--- config.mk ---
export PLATFORM = sky130hd
export DESIGN_NAME = trace_cmd_issuer
export DESIGN_NICKNAME = d
export VERILOG_FILES = /design/src/rtl/trace_cmd_issuer.sv
export SDC_FILE = /design/constraint.sdc
export NUM_CORES = 1
export LEC_CHECK = 0
export ABC_AREA = 1
export CAP_MARGIN = 20
export CORE_AREA = 2 2 178 180
export CTS_CLUSTER_SIZE = 40
export DETAILED_ROUTE_END_ITERATION = 16
export DIE_AREA = 0 0 180 182
export PLACE_DENSITY = 0.84
export SYNTH_ARGS = -nofsm -noshare
export SYNTH_HDL_FRONTEND = slang
export SYNTH_SLANG_ARGS = --single-unit
--- constraint.sdc ---
create_clock -name clock -period 3.7 [get_ports clock]
set_input_delay 0.555 -clock clock [delete_from_list [all_inputs] [get_ports clock]]
set_output_delay 0.555 -clock clock [all_outputs]
set_load 0.02 [all_outputs]
--- src/rtl/trace_cmd_issuer.sv ---
// Cache command transmitter: trace records are queued in a FIFO, decoded, and
// issued to the instruction cache, the data cache, or both, holding while busy.
module trace_cmd_issuer #(
  parameter int N     = 32,
  parameter int DEPTH = 8,
  parameter int CNT_W = 16
)(
  input  logic             clock,
  input  logic             reset,
  input  logic             in_valid,
  output logic             in_ready,
  input  logic [3:0]       in_n,
  input  logic [N-1:0]     in_addr,
  output logic             ic_valid,
  output logic [3:0]       ic_n,
  output logic [N-1:0]     ic_addr,
  input  logic             ic_busy,
  output logic             dc_valid,
  output logic [3:0]       dc_n,
  output logic [N-1:0]     dc_addr,
  input  logic             dc_busy,
  output logic [CNT_W-1:0] ic_count,
  output logic [CNT_W-1:0] dc_count,
  output logic [CNT_W-1:0] bad_count,
  output logic             idle
);
  localparam int AW = $clog2(DEPTH);
  localparam int PW = AW + 1;

  typedef enum logic [1:0] {IDLE, ISSUE, BOTH} state_t;

  logic [3:0]   n_mem_q [DEPTH];
  logic [N-1:0] a_mem_q [DEPTH];
  logic [PW-1:0] wr_ptr_q, rd_ptr_q;
  logic          empty, full, push, pop;
  logic [3:0]    head_n;
  logic [N-1:0]  head_a;
  logic          to_ic, to_dc;

  state_t        state_q, state_d;
  logic          ic_valid_q, ic_valid_d, dc_valid_q, dc_valid_d;
  logic [3:0]    ic_n_q, ic_n_d, dc_n_q, dc_n_d;
  logic [N-1:0]  ic_addr_q, ic_addr_d, dc_addr_q, dc_addr_d;
  logic [CNT_W-1:0] ic_cnt_q, dc_cnt_q, bad_cnt_q;
  logic          ic_acc, dc_acc, done, bad_inc;

  // Extra pointer bit distinguishes full from empty when the indices match.
  assign empty    = (wr_ptr_q == rd_ptr_q);
  assign full     = (wr_ptr_q[AW] != rd_ptr_q[AW]) &&
                    (wr_ptr_q[AW-1:0] == rd_ptr_q[AW-1:0]);
  assign in_ready = !full;
  assign push     = in_valid && !full;
  assign head_n   = n_mem_q[rd_ptr_q[AW-1:0]];
  assign head_a   = a_mem_q[rd_ptr_q[AW-1:0]];

  assign to_ic = (head_n == 4'd2) || (head_n == 4'd8) || (head_n == 4'd9);
  assign to_dc = (head_n == 4'd0) || (head_n == 4'd1) || (head_n == 4'd3) ||
                 (head_n == 4'd4) || (head_n == 4'd8) || (head_n == 4'd9);

  assign ic_acc = ic_valid_q && !ic_busy;
  assign dc_acc = dc_valid_q && !dc_busy;
  // Current command fully retired (or none held): next head may load this cycle.
  assign done   = (state_q == IDLE) ||
                  (!(ic_valid_q && ic_busy) && !(dc_valid_q && dc_busy));

  always_comb begin
    state_d    = state_q;
    ic_valid_d = ic_valid_q && ic_busy;
    dc_valid_d = dc_valid_q && dc_busy;
    ic_n_d     = ic_n_q;
    ic_addr_d  = ic_addr_q;
    dc_n_d     = dc_n_q;
    dc_addr_d  = dc_addr_q;
    pop        = 1'b0;
    bad_inc    = 1'b0;
    if (done) begin
      state_d = IDLE;
      if (!empty) begin
        pop = 1'b1;
        if (to_ic) begin
          ic_valid_d = 1'b1;
          ic_n_d     = head_n;
          ic_addr_d  = head_a;
        end
        if (to_dc) begin
          dc_valid_d = 1'b1;
          dc_n_d     = head_n;
          dc_addr_d  = head_a;
        end
        if (to_ic && to_dc)      state_d = BOTH;
        else if (to_ic || to_dc) state_d = ISSUE;
        else                     bad_inc = 1'b1;
      end
    end
  end

  always_ff @(posedge clock) begin
    if (push) begin
      n_mem_q[wr_ptr_q[AW-1:0]] <= in_n;
      a_mem_q[wr_ptr_q[AW-1:0]] <= in_addr;
    end
  end

  always_ff @(posedge clock or negedge reset) begin
    if (!reset) begin
      wr_ptr_q   <= '0;
      rd_ptr_q   <= '0;
      state_q    <= IDLE;
      ic_valid_q <= 1'b0;
      dc_valid_q <= 1'b0;
      ic_n_q     <= '0;
      dc_n_q     <= '0;
      ic_addr_q  <= '0;
      dc_addr_q  <= '0;
      ic_cnt_q   <= '0;
      dc_cnt_q   <= '0;
      bad_cnt_q  <= '0;
    end else begin
      if (push) wr_ptr_q <= wr_ptr_q + PW'(1);
      if (pop)  rd_ptr_q <= rd_ptr_q + PW'(1);
      state_q    <= state_d;
      ic_valid_q <= ic_valid_d;
      dc_valid_q <= dc_valid_d;
      ic_n_q     <= ic_n_d;
      dc_n_q     <= dc_n_d;
      ic_addr_q  <= ic_addr_d;
      dc_addr_q  <= dc_addr_d;
      // Counters stick at all-ones.
      if (ic_acc && ic_cnt_q != {CNT_W{1'b1}})   ic_cnt_q  <= ic_cnt_q + CNT_W'(1);
      if (dc_acc && dc_cnt_q != {CNT_W{1'b1}})   dc_cnt_q  <= dc_cnt_q + CNT_W'(1);
      if (bad_inc && bad_cnt_q != {CNT_W{1'b1}}) bad_cnt_q <= bad_cnt_q + CNT_W'(1);
    end
  end

  assign ic_valid  = ic_valid_q;
  assign ic_n      = ic_n_q;
  assign ic_addr   = ic_addr_q;
  assign dc_valid  = dc_valid_q;
  assign dc_n      = dc_n_q;
  assign dc_addr   = dc_addr_q;
  assign ic_count  = ic_cnt_q;
  assign dc_count  = dc_cnt_q;
  assign bad_count = bad_cnt_q;
  assign idle      = empty && (state_q == IDLE);
endmodule

==> results.md <==
- Root Driver: clkbuf_16
- PortBufs: 164
- Hold Slack: 99.9 ps
- Grt met1 use: 36.3%
- Commonest cells after routing, fill and taps aside: 442 x nand2_1, 288 x edfxtp_1, 163 x clkdlybuf4s50_1, 161 x nor2_1, 148 x o21ai_0
- Slowest-stage cell, CP: dfrtp_1
- Most Crowded Layer GR: met2
- Largest net degree at the start of global routing: 94
- Static Leak: 8.20 nW
- Cell Pwr Density: 918 nW/um^2
- DR vias: 12800
- Max clock buf depth: 3
- RSZ-0062 raised after global routing: false
- Mux cell area share after synthesis: 0%
- Setup Fix Bufs, Post-CTS: 0
- Avg Cell Area, Syn: 10.9 sq um
- DIE WIDTH: 180 microns
- R2R cell count: 12
- Hold Violations, Final: 0
- WS Path Type: reg2out
- Hold_buf cts: 0
- Post-synthesis sequential area ratio: 68.6%
- H-tree depth: 2
- Compound-Gate Fraction of Synth Area: 6.84%
- Detail Placement HPWL: 26.7 mm
- Fmax: 320 MHz
- Ratio of cells with drive above 1 in the final layout: 5.73%
- Cell Chain, Critical Path: xor2_1, nor2_1, nand2_1, nor3_1, clkdlybuf4s50_1
- Critical Path AT: 2570 ps
- Total Routed Length: 42.6 mm
- Finished layout cell area: 20800 sq um
- Final min period: 3130 ps
- CTS tree: done
- CP max stage delay: 790 ps
- # IOs: 165
- CTS sink cnt: 420
- Met2 GRT Util: 41.9%
- # nets final: 1797
- Required @ worst endpoint: 3140 ps
- Top delay family on crit path: flip-flops
- Worst skew pair latency: 540 ps
- # rows: 65
- CTS Buf Count: 42
- Vias in the first global route: 12300
- Main combinational cell family by area after synthesis: simple AND/OR/NAND/NOR gates
- Drt first pass iters: 6
- XOR/XNOR Fraction of Synth Area: 2.21%
- Final Setup Violations: 0
- Area delta synth->final: 19.3%
- WL/cell: 19.5 microns
- Total grt overflow: 0
- DP Area: 19500 sq um
- GP Congestion: 0.899
- Post-synthesis adder-cell area fraction: 0.503%
- Post-Syn Area: 17400 sq um
- GR Util met3: 3.75%
- Die Span Y: 182 microns
- CP max FO: 15
- Reg area: 12000 sq um
- Fin crit share: 84.5%
- CP Capture Type: output pin
- Sum Neg Setup Slack: 0 ps
- Synthesis warning total: 0
- Post_cts resized: 0
- Max cap viols: 0
- Antenna violations before repair: 2
- Core Box Area: 31000 sq um
- Leading cell type in the layout, fill and taps excluded: nand2_1
- Clk slew on worst S/H paths: 60 ps
- Syn nets: 1654
- Max Slew Vio Count: 0
- # DRC: 0
- Worst vdd ir: 0.697 mV
- Synth Register Bits: 420
- Multi-input gate area: 4900 sq um
- Worst-Margin Slew: 854 ps
- Netlist cell types: 31
- WP buf/inv: 1
- Die Footprint: 32800 sq um
- Global-route wire length before repair: 66.9 mm
- Hold crit path type: in2async
- Clock skew: 19.2 ps
- FILL cells: 2203
- Instance count on the critical path: 5
- Post-synthesis instance total: 1606
- Initial Util: 56.2%
- Critical Path Start Type: flop
- Synth Area in Simple Gates: 18.2%
- Worst slew margin: 43.0%
- Avg Vias per Cell: 5.86
- Detail Route Antenna Nets: 0
- GRT Overall Usage: 25.7%
- Status: completed
- DR iter-0 viols: 1428
==> final timing paths <==
path,endpoint,start,slack (ps)
worst max-delay path,idle,rd_ptr_q[2],570
worst min-delay path,bad_count[11],reset,100
worst max register to register,dc_addr[21],rd_ptr_q[0],580
worst min register to register,ic_addr[29],ic_addr[29],470
max in group asynchronous,ic_count[1],reset,2850
min in group clock,ic_addr[29],ic_addr[29],470
==> cells in the mapped netlist <==
cell      count  area share [%]
a21oi_4       1           0.093
a22o_1        2            0.10
and2_1        2           0.072
buf_1         7            0.15
buf_2        29            0.83
buf_4         3            0.13
clkbuf_1     49             1.1
clkinv_1      1           0.022
dfrtp_1     132              19
edfxtp_1    288              50
ha_1          7            0.50
inv_1        65             1.4
inv_2         3           0.065
nand2_1     442             9.5
nand2_2       3            0.11
nand3_1      42             1.2
nand3_2       1           0.057
nand3_4       1            0.10
nand3b_1      2           0.086
nand4_1      76             2.7
nor2_1      169             3.6
nor2_2        1           0.036
nor3_1       19            0.55
nor4_1        2           0.072
o211ai_2      1           0.072
o21ai_0     148             4.3
o21ai_1       1           0.029
o22ai_1      64             2.3
or2_2         1           0.036
xnor2_1      13            0.65
xor2_1       31             1.6
==> cells by family after synthesis <==
kind of cell	count (synthesis)
and+or+nand+nor	761
DFF	420
AOI/OAI and AO/OA	217
buffers and inverters	157
xor gates and xnor gates	44
adders and majority gates	7
==> per-stage QoR <==
stage               instances  setup slack, ps  util, %  total power, mW
floorplan                1606              356        -             12.0
global placement         2107              713     62.8             14.6
detailed placement       2107              654     62.8             14.9
CTS                      2181              504     67.1             19.1
global route             2182              274     67.1             20.1
finish                   2182              574     67.1             19.1
==> sequential cells by signal, indices dropped and copies added, names as in the netlist <==
signal	cells
dc_addr	32
state_q	2
dc_valid	1
dc_count	16
rd_ptr_q	4
wr_ptr_q	4
ic_valid	1
ic_addr	32
bad_count	16
a_mem_q	256
ic_count	16
dc_n	4
n_mem_q	32
ic_n	4
==> power breakdown <==
group | leakage (nW) | switching [mW] | total (mW) | internal [mW]
clock network | 0.644 | 1.71 | 4.07 | 2.36
registers | 4.30 | 0.645 | 6.81 | 6.17
logic | 3.26 | 5.69 | 8.21 | 2.52
==> layer usage <==
layer | part of all wire, % | routed length (microns)
met4 | 2.3 | 998
met1 | 40 | 17200
met5 | 0.031 | 13
met3 | 8.8 | 3740
met2 | 48 | 20600
==> final cells by class <==
class,instances,share of cell area [%]
antenna,1,0.0120
inverter,69,1.25
timing repair buffer,187,8.91
clock buffer,59,5.66
tap,402,2.42
multi-input combinational,1029,23.6
clock inverter,15,0.674
sequential,420,57.5
Note: power is estimated with default switching activity, not from simulation.
